### config.mk
export PLATFORM = sky130hd
export DESIGN_NAME = dequant_4x4_flat
export DESIGN_NICKNAME = d
export VERILOG_FILES = /design/src/rtl/dequant_4x4_if.sv /design/src/rtl/dequant_4x4.sv /design/src/flat_wrapper.sv
export SDC_FILE = /design/constraint.sdc
export NUM_CORES = 1
export LEC_CHECK = 0
export ABC_AREA = 1
export ABC_CLOCK_PERIOD_IN_PS = 7100
export BUFFER_PORTS_ARGS = -buffer_cell sky130_fd_sc_hd__buf_2
export CAP_MARGIN = 40
export CORE_AREA = 5 5 190 192
export CTS_BUF_LIST = sky130_fd_sc_hd__clkbuf_8
export DETAILED_ROUTE_END_ITERATION = 7
export DIE_AREA = 0 0 195 197
export HOLD_SLACK_MARGIN = 0.08
export PLACE_DENSITY = 0.63
export SKIP_LAST_GASP = 1
export SLEW_MARGIN = 20
export SYNTH_ARGS = -nofsm -noshare
export SYNTH_HDL_FRONTEND = slang
export SYNTH_SLANG_ARGS = --single-unit
### constraint.sdc
create_clock -name clk -period 7.1 [get_ports clk]
set_input_delay 1.42 -clock clk [delete_from_list [all_inputs] [get_ports clk]]
set_output_delay 1.42 -clock clk [all_outputs]
set_load 0.01 [all_outputs]
### src/rtl/dequant_4x4_if.sv
// Block-level bus of dequant_4x4: QP and zig-zag level stream in, parallel raster-order coefficient block out.
// The master side (upstream/downstream stimulus) drives levels and out_ready; the slave side is the dequantizer.
interface dequant_4x4_if #(
    parameter int BIT_LENGTH = 15,
    parameter int COEF_W     = 12
);
    logic [5:0]                    qp;
    logic                          in_valid;
    logic                          in_ready;
    logic signed [COEF_W-1:0]      in_level;
    logic                          out_valid;
    logic                          out_ready;
    logic [15:0][BIT_LENGTH:0]     out_coefs;

    modport master (
        output qp, in_valid, in_level, out_ready,
        input  in_ready, out_valid, out_coefs
    );

    modport slave (
        input  qp, in_valid, in_level, out_ready,
        output in_ready, out_valid, out_coefs
    );
endinterface

### src/rtl/dequant_4x4.sv
// Purpose: H.264 flat-matrix 4x4 dequantizer, zig-zag level stream in, raster coefficient block out.
// Latency: out_valid one cycle after the 16th level; 17 cycles per block with out_ready high.
// Backpressure: block held (in_ready low) until out_ready && enable; DEQUANT_SAT_EN selects saturation over wrap.
module dequant_4x4 #(
    parameter int BIT_LENGTH = 15,
    parameter int COEF_W     = 12
) (
    input  logic          clk,
    input  logic          reset,
    input  logic          enable,
    dequant_4x4_if.slave  bus
);
    localparam int OW = BIT_LENGTH + 1;

    typedef enum logic {FILL, HOLD} state_e;

    state_e                state_q, state_d;
    logic [3:0]            cnt_q, cnt_d;
    logic [5:0]            qp_q, qp_d;
    logic [15:0][OW-1:0]   coefs_q, coefs_d;

    logic [5:0]            qp_clamp, qp_eff;
    logic [3:0]            qp_div;
    logic [2:0]            qp_mod;
    logic [3:0]            raster;
    logic [4:0]            v;
    logic signed [OW-1:0]  d;

    function automatic logic [3:0] zz2raster(input logic [3:0] scan);
        case (scan)
            4'd0:    return 4'd0;
            4'd1:    return 4'd1;
            4'd2:    return 4'd4;
            4'd3:    return 4'd8;
            4'd4:    return 4'd5;
            4'd5:    return 4'd2;
            4'd6:    return 4'd3;
            4'd7:    return 4'd6;
            4'd8:    return 4'd9;
            4'd9:    return 4'd12;
            4'd10:   return 4'd13;
            4'd11:   return 4'd10;
            4'd12:   return 4'd7;
            4'd13:   return 4'd11;
            4'd14:   return 4'd14;
            default: return 4'd15;
        endcase
    endfunction

    // The first level of a block must use the QP arriving with it, not the stale latch.
    assign qp_clamp = (bus.qp > 6'd51) ? 6'd51 : bus.qp;
    assign qp_eff   = (cnt_q == 4'd0) ? qp_clamp : qp_q;
    assign raster   = zz2raster(cnt_q);

    always_comb begin
        qp_div = 4'd0;
        for (int k = 1; k <= 8; k++) begin
            if (qp_eff >= 6'(6 * k)) qp_div = 4'(k);
        end
        qp_mod = 3'(qp_eff - 6'(6 * qp_div));
    end

    always_comb begin
        v = 5'd0;
        if (!raster[2] && !raster[0]) begin
            case (qp_mod)
                3'd0: v = 5'd10;  3'd1: v = 5'd11;  3'd2: v = 5'd13;
                3'd3: v = 5'd14;  3'd4: v = 5'd16;  default: v = 5'd18;
            endcase
        end else if (raster[2] && raster[0]) begin
            case (qp_mod)
                3'd0: v = 5'd16;  3'd1: v = 5'd18;  3'd2: v = 5'd20;
                3'd3: v = 5'd23;  3'd4: v = 5'd25;  default: v = 5'd29;
            endcase
        end else begin
            case (qp_mod)
                3'd0: v = 5'd13;  3'd1: v = 5'd14;  3'd2: v = 5'd16;
                3'd3: v = 5'd18;  3'd4: v = 5'd20;  default: v = 5'd23;
            endcase
        end
    end

`ifdef DEQUANT_SAT_EN
    localparam int PW = COEF_W + 13;
    localparam logic signed [PW-1:0] SAT_MAX = PW'((64'sd1 <<< BIT_LENGTH) - 64'sd1);
    localparam logic signed [PW-1:0] SAT_MIN = PW'(-(64'sd1 <<< BIT_LENGTH));

    logic signed [PW-1:0] prod_full;

    always_comb begin
        prod_full = (PW'(bus.in_level) * PW'($signed({1'b0, v}))) <<< qp_div;
        if (prod_full > SAT_MAX)      d = OW'(SAT_MAX);
        else if (prod_full < SAT_MIN) d = OW'(SAT_MIN);
        else                          d = prod_full[OW-1:0];
    end
`else
    // Wrapping result only needs the low OW bits, which modular arithmetic gives exactly.
    always_comb begin
        d = (OW'(bus.in_level) * OW'($signed({1'b0, v}))) <<< qp_div;
    end
`endif

    always_comb begin
        state_d       = state_q;
        cnt_d         = cnt_q;
        qp_d          = qp_q;
        coefs_d       = coefs_q;
        bus.in_ready  = 1'b0;
        bus.out_valid = 1'b0;
        case (state_q)
            FILL: begin
                bus.in_ready = enable;
                if (enable && bus.in_valid) begin
                    coefs_d[raster] = d;
                    cnt_d           = cnt_q + 4'd1;
                    if (cnt_q == 4'd0)  qp_d    = qp_clamp;
                    if (cnt_q == 4'd15) state_d = HOLD;
                end
            end
            default: begin
                bus.out_valid = 1'b1;
                if (bus.out_ready && enable) begin
                    state_d = FILL;
                    cnt_d   = 4'd0;
                end
            end
        endcase
    end

    always_ff @(posedge clk or negedge reset) begin
        if (!reset) begin
            state_q <= FILL;
            cnt_q   <= 4'd0;
            qp_q    <= 6'd0;
            coefs_q <= '0;
        end else begin
            state_q <= state_d;
            cnt_q   <= cnt_d;
            qp_q    <= qp_d;
            coefs_q <= coefs_d;
        end
    end

    assign bus.out_coefs = coefs_q;
endmodule

### src/flat_wrapper.sv
// flat-port wrapper written by rule: the top's interface ports become plain ports
module dequant_4x4_flat 
#(
    parameter int BIT_LENGTH = 15,
    parameter int COEF_W     = 12
)
  (clk, reset, enable, bus_qp, bus_in_valid, bus_in_level, bus_out_ready, bus_in_ready, bus_out_valid, bus_out_coefs);
  dequant_4x4_if #(.BIT_LENGTH(BIT_LENGTH), .COEF_W(COEF_W)) bus_i ();
  input  logic clk;
  input  logic reset;
  input  logic enable;
  input wire logic [$bits(bus_i.qp)-1:0] bus_qp;
  input wire logic [$bits(bus_i.in_valid)-1:0] bus_in_valid;
  input wire logic [$bits(bus_i.in_level)-1:0] bus_in_level;
  input wire logic [$bits(bus_i.out_ready)-1:0] bus_out_ready;
  output wire logic [$bits(bus_i.in_ready)-1:0] bus_in_ready;
  output wire logic [$bits(bus_i.out_valid)-1:0] bus_out_valid;
  output wire logic [$bits(bus_i.out_coefs)-1:0] bus_out_coefs;
  assign bus_i.qp = bus_qp;
  assign bus_i.in_valid = bus_in_valid;
  assign bus_i.in_level = bus_in_level;
  assign bus_i.out_ready = bus_out_ready;
  assign bus_in_ready = bus_i.in_ready;
  assign bus_out_valid = bus_i.out_valid;
  assign bus_out_coefs = bus_i.out_coefs;
  dequant_4x4 #(.BIT_LENGTH(BIT_LENGTH), .COEF_W(COEF_W)) u_core (.clk(clk), .reset(reset), .enable(enable), .bus(bus_i));
endmodule
# [Word level (Yosys, flattened, before mapping)]
# Memory sizes are Yosys's and may differ from the RTL's.
# Cells that the tools add are included.
[totals] register_bits=267 rom_bits=64 in_bits=23 output_inout_bits=258 elab_cells=82 n_memories=1
[op_classes] addsub=2 n_mul=2 magnitude_cmp=11 eq_ne=6 shifts=1 n_mux=27 bitwise_logic=1 n_reduce_logical=12
[memory_table] name="(no name shown)" depth=16 word_bits=4 read_ports=1 rd_clocked_by_memory_dff=0 write_ports=0 line_no="dequant_4x4.sv:30" source="case (scan)"
[ops] op="256-bit bitwise mux" count=1
[ops] op="16-bit demux with 4-bit select" count=1
[ops] op="5-bit one-hot mux with 5 select lines" count=2
[ops] op="4-bit two-way mux" count=10
[ops] op="4-bit one-hot mux with 5 select lines" count=1
[ops] op="6-bit by 5-bit greater-or-equal comparator with 1-bit output, second input constant" count=3
[ops] op="6-bit greater-or-equal comparator, second input constant" count=3
[ops] op="12-bit by 6-bit multiplier with 16-bit output" count=1
[ops] op="16-bit two-way mux" count=1
[ops] op="16-bit by 4-bit <<< shifter with 16-bit output" count=1
[ops] op="6-bit two-way mux" count=2
[ops] op="5-bit two-way mux" count=2
[ops] op="1-bit two-way mux" count=7
[ops] op="3-bit by 2-bit == test with 1-bit output, second input constant" count=2
[ops] op="6-bit by 3-bit greater-or-equal comparator with 1-bit output, second input constant" count=1
[ops] op="6-bit by 4-bit greater-or-equal comparator with 1-bit output, second input constant" count=1
[ops] op="6-bit > comparator, second input constant" count=1
[ops] op="1-bit logical AND" count=5
[ops] op="4-bit by 5-bit less-than comparator with 1-bit output, second input constant" count=1
[ops] op="4-bit by 1-bit adder with 4-bit output, second input constant" count=1
[ops] op="4-bit == test, second input constant" count=1
[ops] op="4-bit by 1-bit greater-or-equal comparator with 1-bit output, second input constant" count=1
[ops] op="4-bit zero test" count=1
[ops] op="2-bit by 4-bit multiplier with 2-bit output, first input constant" count=1
[ops] op="9 further kinds" count=11

# [Longest topological paths before layout]
# Gate-level depths: netlist (run 1).
[logic_depth] word_depth=21 ltp_mapped=57 mapped_depth_nobuf=55

# [Worst setup path after synthesis (run 1)]
# Ideal clock, no wire load.
[synth_timing] kind="input-to-reg" start="input bus_qp[4]" end="register u_core.coefs_q (netlist bit u_core.bus.out_coefs[110])" setup_ns=0.066 t_arrival_ns=7.694 required_time_ns=7.034 slack_ns=-0.659 stages=49 path_buffers=3 cell_sequence="nand2_1 nand2_1 inv_1 nand2_1 nand2_1 a21oi_2 buf_6 nand2_1 nand2_1 nand2_1 nand2_4 nand2_8 inv_2 buf_4 ha_1 xor2_1 inv_1 nand2_1 (+13 left out) fa_1 inv_1 ha_1 nand2_1 nand2_1 nand3_1 nand3_1 a21oi_1 o21bai_1 xor2_1 mux2i_1 or2_2 o211ai_1 nand3_1 o21ai_2 buf_2 nand2_1 nand2_1"
[synth_via] elab_chain_len=21 elab_cells_between_ends=34 classes_between="add/sub (1); mul (2); order compare (9); eq/ne (4); shift (1); mux (16); reduce/logical (1)"
[synth_lines] element="start: declaration" line_no="flat_wrapper.sv:12" source="input wire logic [$bits(bus_i.qp)-1:0] bus_qp;"
[synth_lines] element="6-bit > comparator" line_no="dequant_4x4.sv:51" source="assign qp_clamp = (bus.qp > 6'd51) ? 6'd51 : bus.qp;"
[synth_lines] element="6-bit two-way mux (*)" line_no="dequant_4x4.sv:51"
[synth_lines] element="6-bit two-way mux (*)" line_no="dequant_4x4.sv:52" source="assign qp_eff = (cnt_q == 4'd0) ? qp_clamp : qp_q;"
[synth_lines] element="6-bit by 3-bit greater-or-equal comparator with 1-bit output" line_no="dequant_4x4.sv:58" source="if (qp_eff >= 6'(6 * k)) qp_div = 4'(k);"
[synth_lines] element="1-bit two-way mux" line_no="dequant_4x4.sv:58"
[synth_lines] element="4-bit two-way mux (7 in a row)" line_no="dequant_4x4.sv:58"
[synth_lines] element="2-bit by 4-bit multiplier with 2-bit output" line_no="dequant_4x4.sv:60" source="qp_mod = 3'(qp_eff - 6'(6 * qp_div));"
[synth_lines] element="3-bit subtractor" line_no="dequant_4x4.sv:60"
[synth_lines] element="3-bit == test (tied with other cells)" line_no="dequant_4x4.sv:66, dequant_4x4.sv:71, dequant_4x4.sv:76"
[synth_lines] element="5-bit one-hot mux with 5 select lines / 4-bit one-hot mux with 5 select lines (equally long branches)" line_no="dequant_4x4.sv:76, dequant_4x4.sv:71"
[synth_lines] element="5-bit two-way mux" line_no="dequant_4x4.sv:70" source="end else if (raster[2] && raster[0]) begin"
[synth_lines] element="5-bit two-way mux" line_no="dequant_4x4.sv:65" source="if (!raster[2] && !raster[0]) begin"
[synth_lines] element="12-bit by 6-bit multiplier with 16-bit output" line_no="dequant_4x4.sv:99" source="d = (OW'(bus.in_level) * OW'($signed({1'b0, v}))) <<< qp_div;"
[synth_lines] element="16-bit by 4-bit <<< shifter with 16-bit output (*)" line_no="dequant_4x4.sv:99"
[synth_lines] element="256-bit bitwise mux (*)" line_no="dequant_4x4.sv:114" source="coefs_d[raster] = d;"
[synth_lines] element="end signal: assignment" line_no="dequant_4x4.sv:140" source="coefs_q <= coefs_d;"
[synth_lines] element="end: declaration" line_no="dequant_4x4.sv:20" source="logic [15:0][OW-1:0] coefs_q, coefs_d;"
# Every way passes the cells marked *; elsewhere a longest branch is shown, timed or not.
# A chain may end at the register's enable or synchronous reset.

# [Worst setup path in the final report (run 1)]
[layout_timing] start="input bus_qp[5]" end="register u_core.coefs_q (netlist bit u_core.bus.out_coefs[126])"
# The elaborated chain is that of the path after synthesis.

==> run metrics, run 1 <==
list of most frequent post-synthesis cells=nand2_1, dfrtp_1, inv_1, nor2_1, o21ai_0; Finished Layout Cells=2537; diodes inserted=0; cell mode on critical path=nand2_1; endpoints failing setup=15; DRC viols=0; Slew @ Worst Pin=0.776 ns; final net count=2141; Synth top area share=49.4%; Hold Fails Final Rpt=0; routed via count=12200; CTS Sinks=267; vias in the first global route=12200; Detailed Route WL=43300 µm; failing checks=setup timing; post-synthesis cell type count=44; initial antenna violation count=0; Initial DRC Count=825; post-synth top area cell=dfrtp_1; Die X=195 µm; share of layout cells above drive strength 1=29.7%; H-tree levels=2; Clock Tree Buf Depth=3; Antenna Nets Post-Route=0; vias per cell=4.81; root buf cell=clkbuf_8; Slew headroom=48.2%; GPL Wtd Cong=0.859; clock transition at the registers of the reported paths=0.06 ns; Synth Area per Inst=8.13 µm²; HP Start=u_core.bus.out_coefs[254]; synthesized flop and latch total=267; row cnt=68; unrepaired setup endpoints after global routing=yes; Pre-antenna DRT Iters=7; core footprint=0.0342 mm²; top-count cell post-synth=nand2_1; gr ovfl total=0; overall die area=0.0384 mm²; PortBufs=280; Clk Latency, worst-skew pair=0.55 ns; IO Count=281; max-cap violations=0; fin crit share=101%; Seq/Total Area, Yosys=49.4%; Max Clk Rate=0.140 GHz; crit path kind=in2reg; critical path's slowest cell=fa_1; fin crit period=7.14 ns; Cells after DPL=2437; worst min path class=reg2reg; crit path max fanout=5; Initial Util=39.6%; status=finished with violations; CP Launch Type=input port; setup slack after layout=-0.0365 ns; Die Span Y=197 µm; Mapped Cells=1665; Req. time, crit path=7.59 ns; Netlist Area Pre-Place=0.0135 mm²; Setup crit end kind=flop; first-pass GRT wire length=67600 µm; YS warnings=0; largest cells by area after synthesis=dfrtp_1, nand2_1, fa_1, inv_1, ha_1; ys async rst share=100%; Area Growth Syn to Fin=31.5%; Worst Path Arrival=7.62 ns; Crit path largest cell delay=0.56 ns; Slew Viols, Final=0; CP startpoint=bus_qp[5]; gr usage total=21.8%; hpwl dp=31000 µm; largest net degree at the start of global routing=201; Synth Flop Type=dfrtp_1; Post-Syn Nets=1758; total CTS buffers=44; clk_skew=0.0339 ns; TritonCTS clock tree=yes; FF-to-FF Start=u_core.cnt_q[0]; Post-synth EDFFs=0; wire per inst=17.0 µm
## what timing repair did
| item | CTS | global route |
|---|---|---|
| hold buffers | 0 | 0 |
| setup endpoints to repair | 48 | 160 |
| gates resized for setup | 15 | 92 |
| pin swaps | 6 | 76 |
| cloned | 0 | 2 |
| endpoints found under the hold margin | 0 | 0 |
| buffers inserted | 3 | 14 |
## stage by stage
step | cell area (µm²) | utilization, % | hold slack [ns] | setup TNS, ns | setup WS, ns
4_1_cts | 17300 | 50.6 | 0.477 | 0 | 0.00464
6_report | 17800 | 52.0 | 0.474 | -0.321 | -0.0365
3_5_place_dp | 16300 | 47.7 | 0.460 | -77.23 | -0.643
3_3_place_gp | 16300 | 47.6 | 0.458 | -53.18 | -0.476
5_1_grt | 17800 | 52.0 | 0.497 | -33.76 | -0.491
2_1_floorplan | 13800 | - | 0.453 | -8.12 | -0.230
## path summary, 6_finish.rpt
| check | end | slack [ns] | cells past startpoint |
|---|---|---|---|
| max reg2reg | u_core.bus.out_coefs[126] | 0.09 | 52 |
| max in group asynchronous | u_core.bus.out_coefs[35] | 4.75 | 3 |
| min | u_core.bus.out_coefs[254] | 0.47 | 2 |
| max | u_core.bus.out_coefs[126] | -0.04 | 52 |
| min in group asynchronous | u_core.bus.out_coefs[193] | 0.83 | 1 |
| min reg2reg | u_core.bus.out_coefs[254] | 0.47 | 2 |
## worst max-delay path: cells and delay by family
family / cells / cell delay [ns]
xor+xnor: 2 / 0.32
buf+inv: 11 / 1.07
compound gates: 5 / 0.58
mux: 1 / 0.12
simple gates: 28 / 2.30
fa+ha+maj: 5 / 1.78
## final cells by class
| cell class | count | area [µm²] |
|---|---|---|
| tap | 455 | 569 |
| inverter | 164 | 644 |
| multi-input combinational | 1174 | 6420 |
| clock inverter | 27 | 183 |
| clock buffer | 53 | 729 |
| timing repair buffer | 397 | 2570 |
| sequential | 267 | 6680 |
| fill | 3197 | 16400 |
## routing by layer
| metal | GRT usage [%] | routed length [µm] | share of wire, % |
|---|---|---|---|
| met1 | 29.1 | 18300 | 42 |
| met2 | 35.2 | 20100 | 47 |
| met3 | 5.66 | 3460 | 8.0 |
| met4 | 6.80 | 1310 | 3.0 |
| met5 | 0 | 0 | 0 |
## layout by cell type, fill, tap and decap left out, types with 7 or more instances in the layout
master,instances
inv_1,155
a21oi_1,7
ha_4,7
xor2_1,7
ha_1,28
nand3_1,20
inv_2,16
nand2_1,763
nor2_4,15
buf_12,13
a31oi_1,17
fa_1,33
nand3_2,10
nor2_2,8
o21ai_1,23
nand2_4,18
o21ai_0,35
o21ai_2,16
nor2_1,79
buf_4,90
clkbuf_8,53
buf_2,277
dfrtp_1,266
buf_6,11
nand2_2,31
## cells by family (layout without fill, tap and decap cells)
| logic type | count (synthesis) | count (layout) | share of synthesized area, % |
|---|---|---|---|
| DFF | 267 | 267 | 49.4 |
| AOI/OAI and AO/OA | 121 | 121 | 5.47 |
| buffers and inverters | 224 | 641 | 6.88 |
| adders and majority gates | 70 | 70 | 8.36 |
| xor gates and xnor gates | 15 | 15 | 0.971 |
| muxes | 3 | 3 | 0.222 |
| and+or+nand+nor | 965 | 965 | 28.7 |
## flip-flops by register name, summed over array words and instances, names as in the netlist
| register | cells |
|---|---|
| u_core.qp_q | 6 |
| u_core.state_q | 1 |
| u_core.bus.out_coefs | 256 |
| u_core.cnt_q | 4 |
Power of run 1 is left out: the tool's default activity adds up to more than one toggle a clock period on the data nets, which glitch-free logic cannot reach.
==> inputs of run 2 (changes only) <==
- TNS_END_PERCENT: default -> 30
==> run 2 against run 1 <==
  * The run still ends with setup timing left
  * Hold slack lost 0.0014 ns
  * Setup slack lost 0.015 ns
  * Design area down 0.40%
  * Clock skew down 0.0014 ns
  * Fmax decreased by 0.21%
  * Non-clock buffer count down 1
  * Register-to-register slack about the same
  * First-iteration DRC count decreased by 5.3%
  * Final cell count hardly changed
  * Clock-buffer cell count unchanged
  * Critical path depth shrank 1
  * Global-route usage stayed put
==> run metrics, run 2 (same netlist as run 1, synthesis figures left out) <==
Max Clk Rate=0.140 GHz (-0.21%); FF-to-FF Start=u_core.cnt_q[0]; root buf cell=clkbuf_8; Slew @ Worst Pin=0.773 ns (-0.00340 ns); largest net degree at the start of global routing=201 (unchanged); share of layout cells above drive strength 1=29.4% (-0.27 points); gr usage total=21.8% (unchanged); commonest cells after routing, fill and taps aside=nand2_1, buf_2, dfrtp_1; critical path's slowest cell=fa_1; final net count=2140 (-0.047%); Antenna Nets Post-Route=0 (unchanged); crit path kind=in2reg; Setup crit end kind=flop; FF-to-FF path depth=51 (-1.9%); Req. time, crit path=7.58 ns (about the same); overall die area=0.0384 mm² (unchanged); met3 usage=5.66% (unchanged); Pre-antenna DRT Iters=7 (unchanged); clk_skew=0.0324 ns (-0.00143 ns); PortBufs=280 (unchanged); busiest grt layer=met2; hpwl dp=31000 µm (unchanged); met2 usage in global routing=35.2% (unchanged); worst min path class=reg2reg; Die X=195 µm (unchanged); first-pass GRT wire length=67600 µm (unchanged); TritonCTS clock tree=yes; clock transition at the registers of the reported paths=0.06 ns (about the same); wire per inst=17.0 µm (-0.36%); H-tree levels=2 (unchanged); fin crit share=101% (+0.21 points); Crit path largest cell delay=0.56 ns (about the same); Area Growth Syn to Fin=31.0%; CP startpoint=bus_qp[5]; fin crit period=7.15 ns (+0.0151 ns); Slew headroom=48.4% (+0.23 points); Hold Fails Final Rpt=0 (unchanged); met1 Use GR=29.1% (unchanged); Levels on crit path=51 (-1.9%); status=finished with violations; Initial Util=39.6% (unchanged); Critical path destination=u_core.bus.out_coefs[206]; Initial DRC Count=781 (-5.3%); DRC viols=0 (unchanged); Clock Tree Buf Depth=3 (unchanged); unrepaired setup endpoints after global routing=yes; Worst Path Arrival=7.63 ns (about the same); failing checks=setup timing; Slew Viols, Final=0 (unchanged); endpoints failing setup=16 (+1); reg2reg setup slack=0.08 ns (about the same); CP top delay family=simple AND/OR/NAND/NOR gates; Detailed Route WL=43100 µm (-0.40%); gr ovfl total=0 (unchanged); Largest register FFs=256 (unchanged); diodes inserted=0 (unchanged); RR Endpoint=u_core.bus.out_coefs[206]; cell mode on critical path=nand2_1; total CTS buffers=44 (unchanged); core footprint=0.0342 mm² (unchanged); max-cap violations=0 (unchanged); commonest non-fill, non-tap cell in the layout=nand2_1; Buf/Inv on CP=11 (unchanged); vias per cell=4.81 (-0.18%); Die Span Y=197 µm (unchanged); GPL Wtd Cong=0.859 (unchanged); CP Launch Type=input port; crit path max fanout=5 (unchanged); routed via count=12200 (-0.22%); vias in the first global route=12200 (unchanged); CTS Sinks=267 (unchanged); initial antenna violation count=0 (unchanged); IO Count=281 (unchanged); Clk Latency, worst-skew pair=0.55 ns (about the same); row cnt=68 (unchanged); Fin Setup TNS=-0.510 ns (-0.188 ns); setup slack after layout=-0.0516 ns (-0.0151 ns)
-- run 2: changes by cell type in the layout (fill, tap and decap cells not counted), sizes merged --
| cell | delta |
|---|---|
| clkbuf | -1 |
-- run 2: per-stage QoR --
| stage | std cells | instance area (µm²) | hold slack [ns] | setup WS (ns) | util, % |
|---|---|---|---|---|---|
| final | 2536 | 17700 | 0.473 | -0.0516 | 51.8 |
| after floorplan | 1665 | 13800 | 0.453 | -0.230 | - |
| after CTS | 2520 | 17300 | 0.477 | 0.00464 | 50.6 |
| after global routing | 2536 | 17700 | 0.497 | -0.491 | 51.8 |
| after detailed placement | 2437 | 16300 | 0.460 | -0.643 | 47.7 |
| after global placement | 2435 | 16300 | 0.458 | -0.476 | 47.6 |
-- run 2: worst min-delay path by stage --
stage,startpoint,end,slack [ns],cells past startpoint
6_report,u_core.bus.out_coefs[254],u_core.bus.out_coefs[254],0.47,2
5_1_grt,u_core.bus.out_coefs[139],u_core.bus.out_coefs[139],0.50,2
4_1_cts,u_core.bus.out_coefs[147],u_core.bus.out_coefs[147],0.48,2
3_5_place_dp,u_core.bus.out_coefs[147],u_core.bus.out_coefs[147],0.46,2
3_3_place_gp,u_core.bus.out_coefs[91],u_core.bus.out_coefs[91],0.46,2
2_1_floorplan,u_core.qp_q[1],u_core.qp_q[1],0.45,2
-- run 2: final cells by class --
cell class / count / area, µm²
multi-input cells: 1174 / 6390
fillers: 3198 / 16500
repair buffers: 396 / 2530
clock buffers: 53 / 729
inverters: 164 / 644
well taps: 455 / 569
flip-flops and latches: 267 / 6680
clock inverters: 27 / 183
-- run 2: repair_timing --
| action | 4_1_cts | 5_1_grt |
|---|---|---|
| gates cloned | 0 | 1 |
| pin swaps | 6 | 70 |
| hold buffers | 0 | 0 |
| buffers inserted | 3 | 14 |
| gates resized for setup | 15 | 77 |
| endpoints found under the setup margin | 48 | 160 |
-- run 2: layer usage --
| metal | up-vias | part of all wire, % |
|---|---|---|
| met5 | - | 0 |
| met4 | 0 | 3.0 |
| met3 | 79 | 7.7 |
| met2 | 401 | 46 |
| met1 | 5835 | 43 |
| li1 | 5872 | - |
-- run 2: tightest hold or removal path, stage by stage (launching register included) --
cell and delay [ns]:
dfrtp_1 0.33, nand2_1 0.05, nand2_1 0.05
Power of run 2 is left out for the same reason.
==> inputs of run 3 (changes only) <==
- SKIP_LAST_GASP: 1 -> default
==> run 3 against run 2 <==
  * The run still ends with setup timing left
  * Register-to-register slack worse by 0.02 ns
  * Routed wire length is 0.32% higher
  * Largest cell class unchanged
  * Core utilization rose by 0.25 points
  * Critical path depth unchanged
  * Hold slack hardly changed
  * Setup slack worse by 0.014 ns
  * Final cell count about the same
  * Flip-flop and latch count stayed put
  * Global-route usage did not move
  * Clock skew rose by 0.00079 ns
  * Die area is the same
  * Via count grew 0.21%
==> run metrics, run 3 (same netlist as run 1, synthesis figures left out) <==
Slew Viols, Final=0 (unchanged); crit path max fanout=5 (unchanged); setup slack after layout=-0.0657 ns (-0.0140 ns); Die Span Y=197 µm (unchanged); PortBufs=280 (unchanged); commonest cells after routing, fill and taps aside=nand2_1, buf_2, dfrtp_1; Pre-antenna DRT Iters=7 (unchanged); FF-to-FF path depth=51 (unchanged); endpoints failing setup=16 (unchanged); cell mode on critical path=nand2_1; Hold Worst Slack=0.473 ns (+0.000261 ns); fillers=3197 (-0.031%); fin crit period=7.17 ns (+0.0140 ns); reg2reg setup slack=0.06 ns (-0.02 ns); gr ovfl total=0 (unchanged); row cnt=68 (unchanged); Slew @ Worst Pin=0.763 ns (-0.0101 ns); hold worst-path end=u_core.bus.out_coefs[254]; overall die area=0.0384 mm² (unchanged); Crit path largest cell delay=0.56 ns (about the same); root buf cell=clkbuf_8; Area Growth Syn to Fin=31.6%; register area=0.00668 mm² (unchanged); status=finished with violations; Clock Tree Buf Depth=3 (unchanged); critical path's slowest cell=fa_1; HP Start=u_core.bus.out_coefs[254]; clk_skew=0.0332 ns (+0.000793 ns); worst min path class=reg2reg; Hold Fails Final Rpt=0 (unchanged); vias per cell=4.81 (+0.17%); commonest non-fill, non-tap cell in the layout=nand2_1; routed via count=12200 (+0.21%); hpwl dp=31000 µm (unchanged); CP Launch Type=input port; Slew headroom=49.0% (+0.61 points); first-pass GRT wire length=67600 µm (unchanged); failing checks=setup timing; RR Endpoint=u_core.bus.out_coefs[206]; Max Clk Rate=0.140 GHz (-0.20%); Setup crit end kind=flop; FF-to-FF Start=u_core.cnt_q[0]; IO Count=281 (unchanged); Initial Util=39.6% (unchanged); CTS Sinks=267 (unchanged); hold depth=2 (unchanged); Largest register FFs=256 (unchanged); initial antenna violation count=0 (unchanged); gr usage total=21.8% (unchanged); unrepaired setup endpoints after global routing=yes; crit path kind=in2reg; Clk Latency, worst-skew pair=0.55 ns (about the same); vias in the first global route=12200 (unchanged); DRC viols=0 (unchanged); total CTS buffers=44 (unchanged); GPL Wtd Cong=0.859 (unchanged); Die X=195 µm (unchanged); Antenna Nets Post-Route=0 (unchanged); largest net degree at the start of global routing=201 (unchanged); placed inst area=0.0163 mm² (unchanged); Req. time, crit path=7.58 ns (about the same); wire per inst=17.0 µm (+0.28%); max-cap violations=0 (unchanged); H-tree levels=2 (unchanged); final net count=2140 (unchanged); Finished Cell Area=0.0178 mm² (+0.48%); fin crit share=101% (+0.20 points); TritonCTS clock tree=yes; Worst Path Arrival=7.65 ns (+0.02 ns); share of layout cells above drive strength 1=30.0% (+0.62 points); clock transition at the registers of the reported paths=0.06 ns (about the same); hold buffers post-CTS=0 (unchanged); area of the multi-input gates=0.00646 mm² (+1.2%); core footprint=0.0342 mm² (unchanged); Initial DRC Count=798 (+2.2%); Detailed Route WL=43200 µm (+0.32%)
-- run 3: how the worst max path moves through the flow --
stage	from	to	slack, ns	depth (start not counted)
floorplan	bus_qp[4]	u_core.bus.out_coefs[110]	-0.23	51
global placement	bus_qp[4]	u_core.bus.out_coefs[255]	-0.48	54
detailed placement	bus_qp[4]	u_core.bus.out_coefs[94]	-0.64	50
CTS	bus_qp[4]	u_core.bus.out_coefs[47]	0.005	54
global route	bus_qp[5]	u_core.bus.out_coefs[94]	-0.50	54
finish	bus_qp[5]	u_core.bus.out_coefs[206]	-0.07	51
-- run 3: critical path: cells and delay by family --
family	cells	cell delay, ns
adder cells (fa/ha/maj)	5	1.78
AO/OA/AOI/OAI	6	0.75
AND/OR/NAND/NOR	26	2.23
buffers and inverters	11	1.01
XOR/XNOR	2	0.32
multiplexers	1	0.12
-- run 3: layout make-up --
type,instances,area share (%)
Clock buffer,53,4.10
Clock inverter,27,1.03
Tap cell,455,3.20
Antenna cell,1,0.0140
Timing Repair Buffer,396,14.2
Sequential cell,267,37.5
Inverter,164,3.62
Multi-Input combinational cell,1174,36.3
-- run 3: routing by layer --
| layer | up-vias | wire [µm] | global-route usage (%) |
|---|---|---|---|
| li1 | 5867 | - | - |
| met1 | 5860 | 18400 | 29.1 |
| met2 | 417 | 20200 | 35.2 |
| met3 | 69 | 3390 | 5.66 |
| met4 | 0 | 1230 | 6.80 |
| met5 | - | 0 | 0 |
-- run 3: what timing repair did --
action	CTS	global route
setup buffers	3	14
resized for setup	15	99
endpoints found under the setup margin	48	160
pin swaps	6	73
cloned	0	1
-- run 3: metrics by stage --
stage	utilization, %	TNS [ns]	instances	setup slack (ns)
2_1_floorplan	-	-8.12	1665	-0.230
3_3_place_gp	47.6	-53.18	2435	-0.476
3_5_place_dp	47.7	-77.23	2437	-0.643
4_1_cts	50.6	0	2520	0.00464
5_1_grt	52.1	-28.86	2536	-0.497
6_report	52.1	-0.719	2537	-0.0657
Power of run 3 is left out for the same reason.
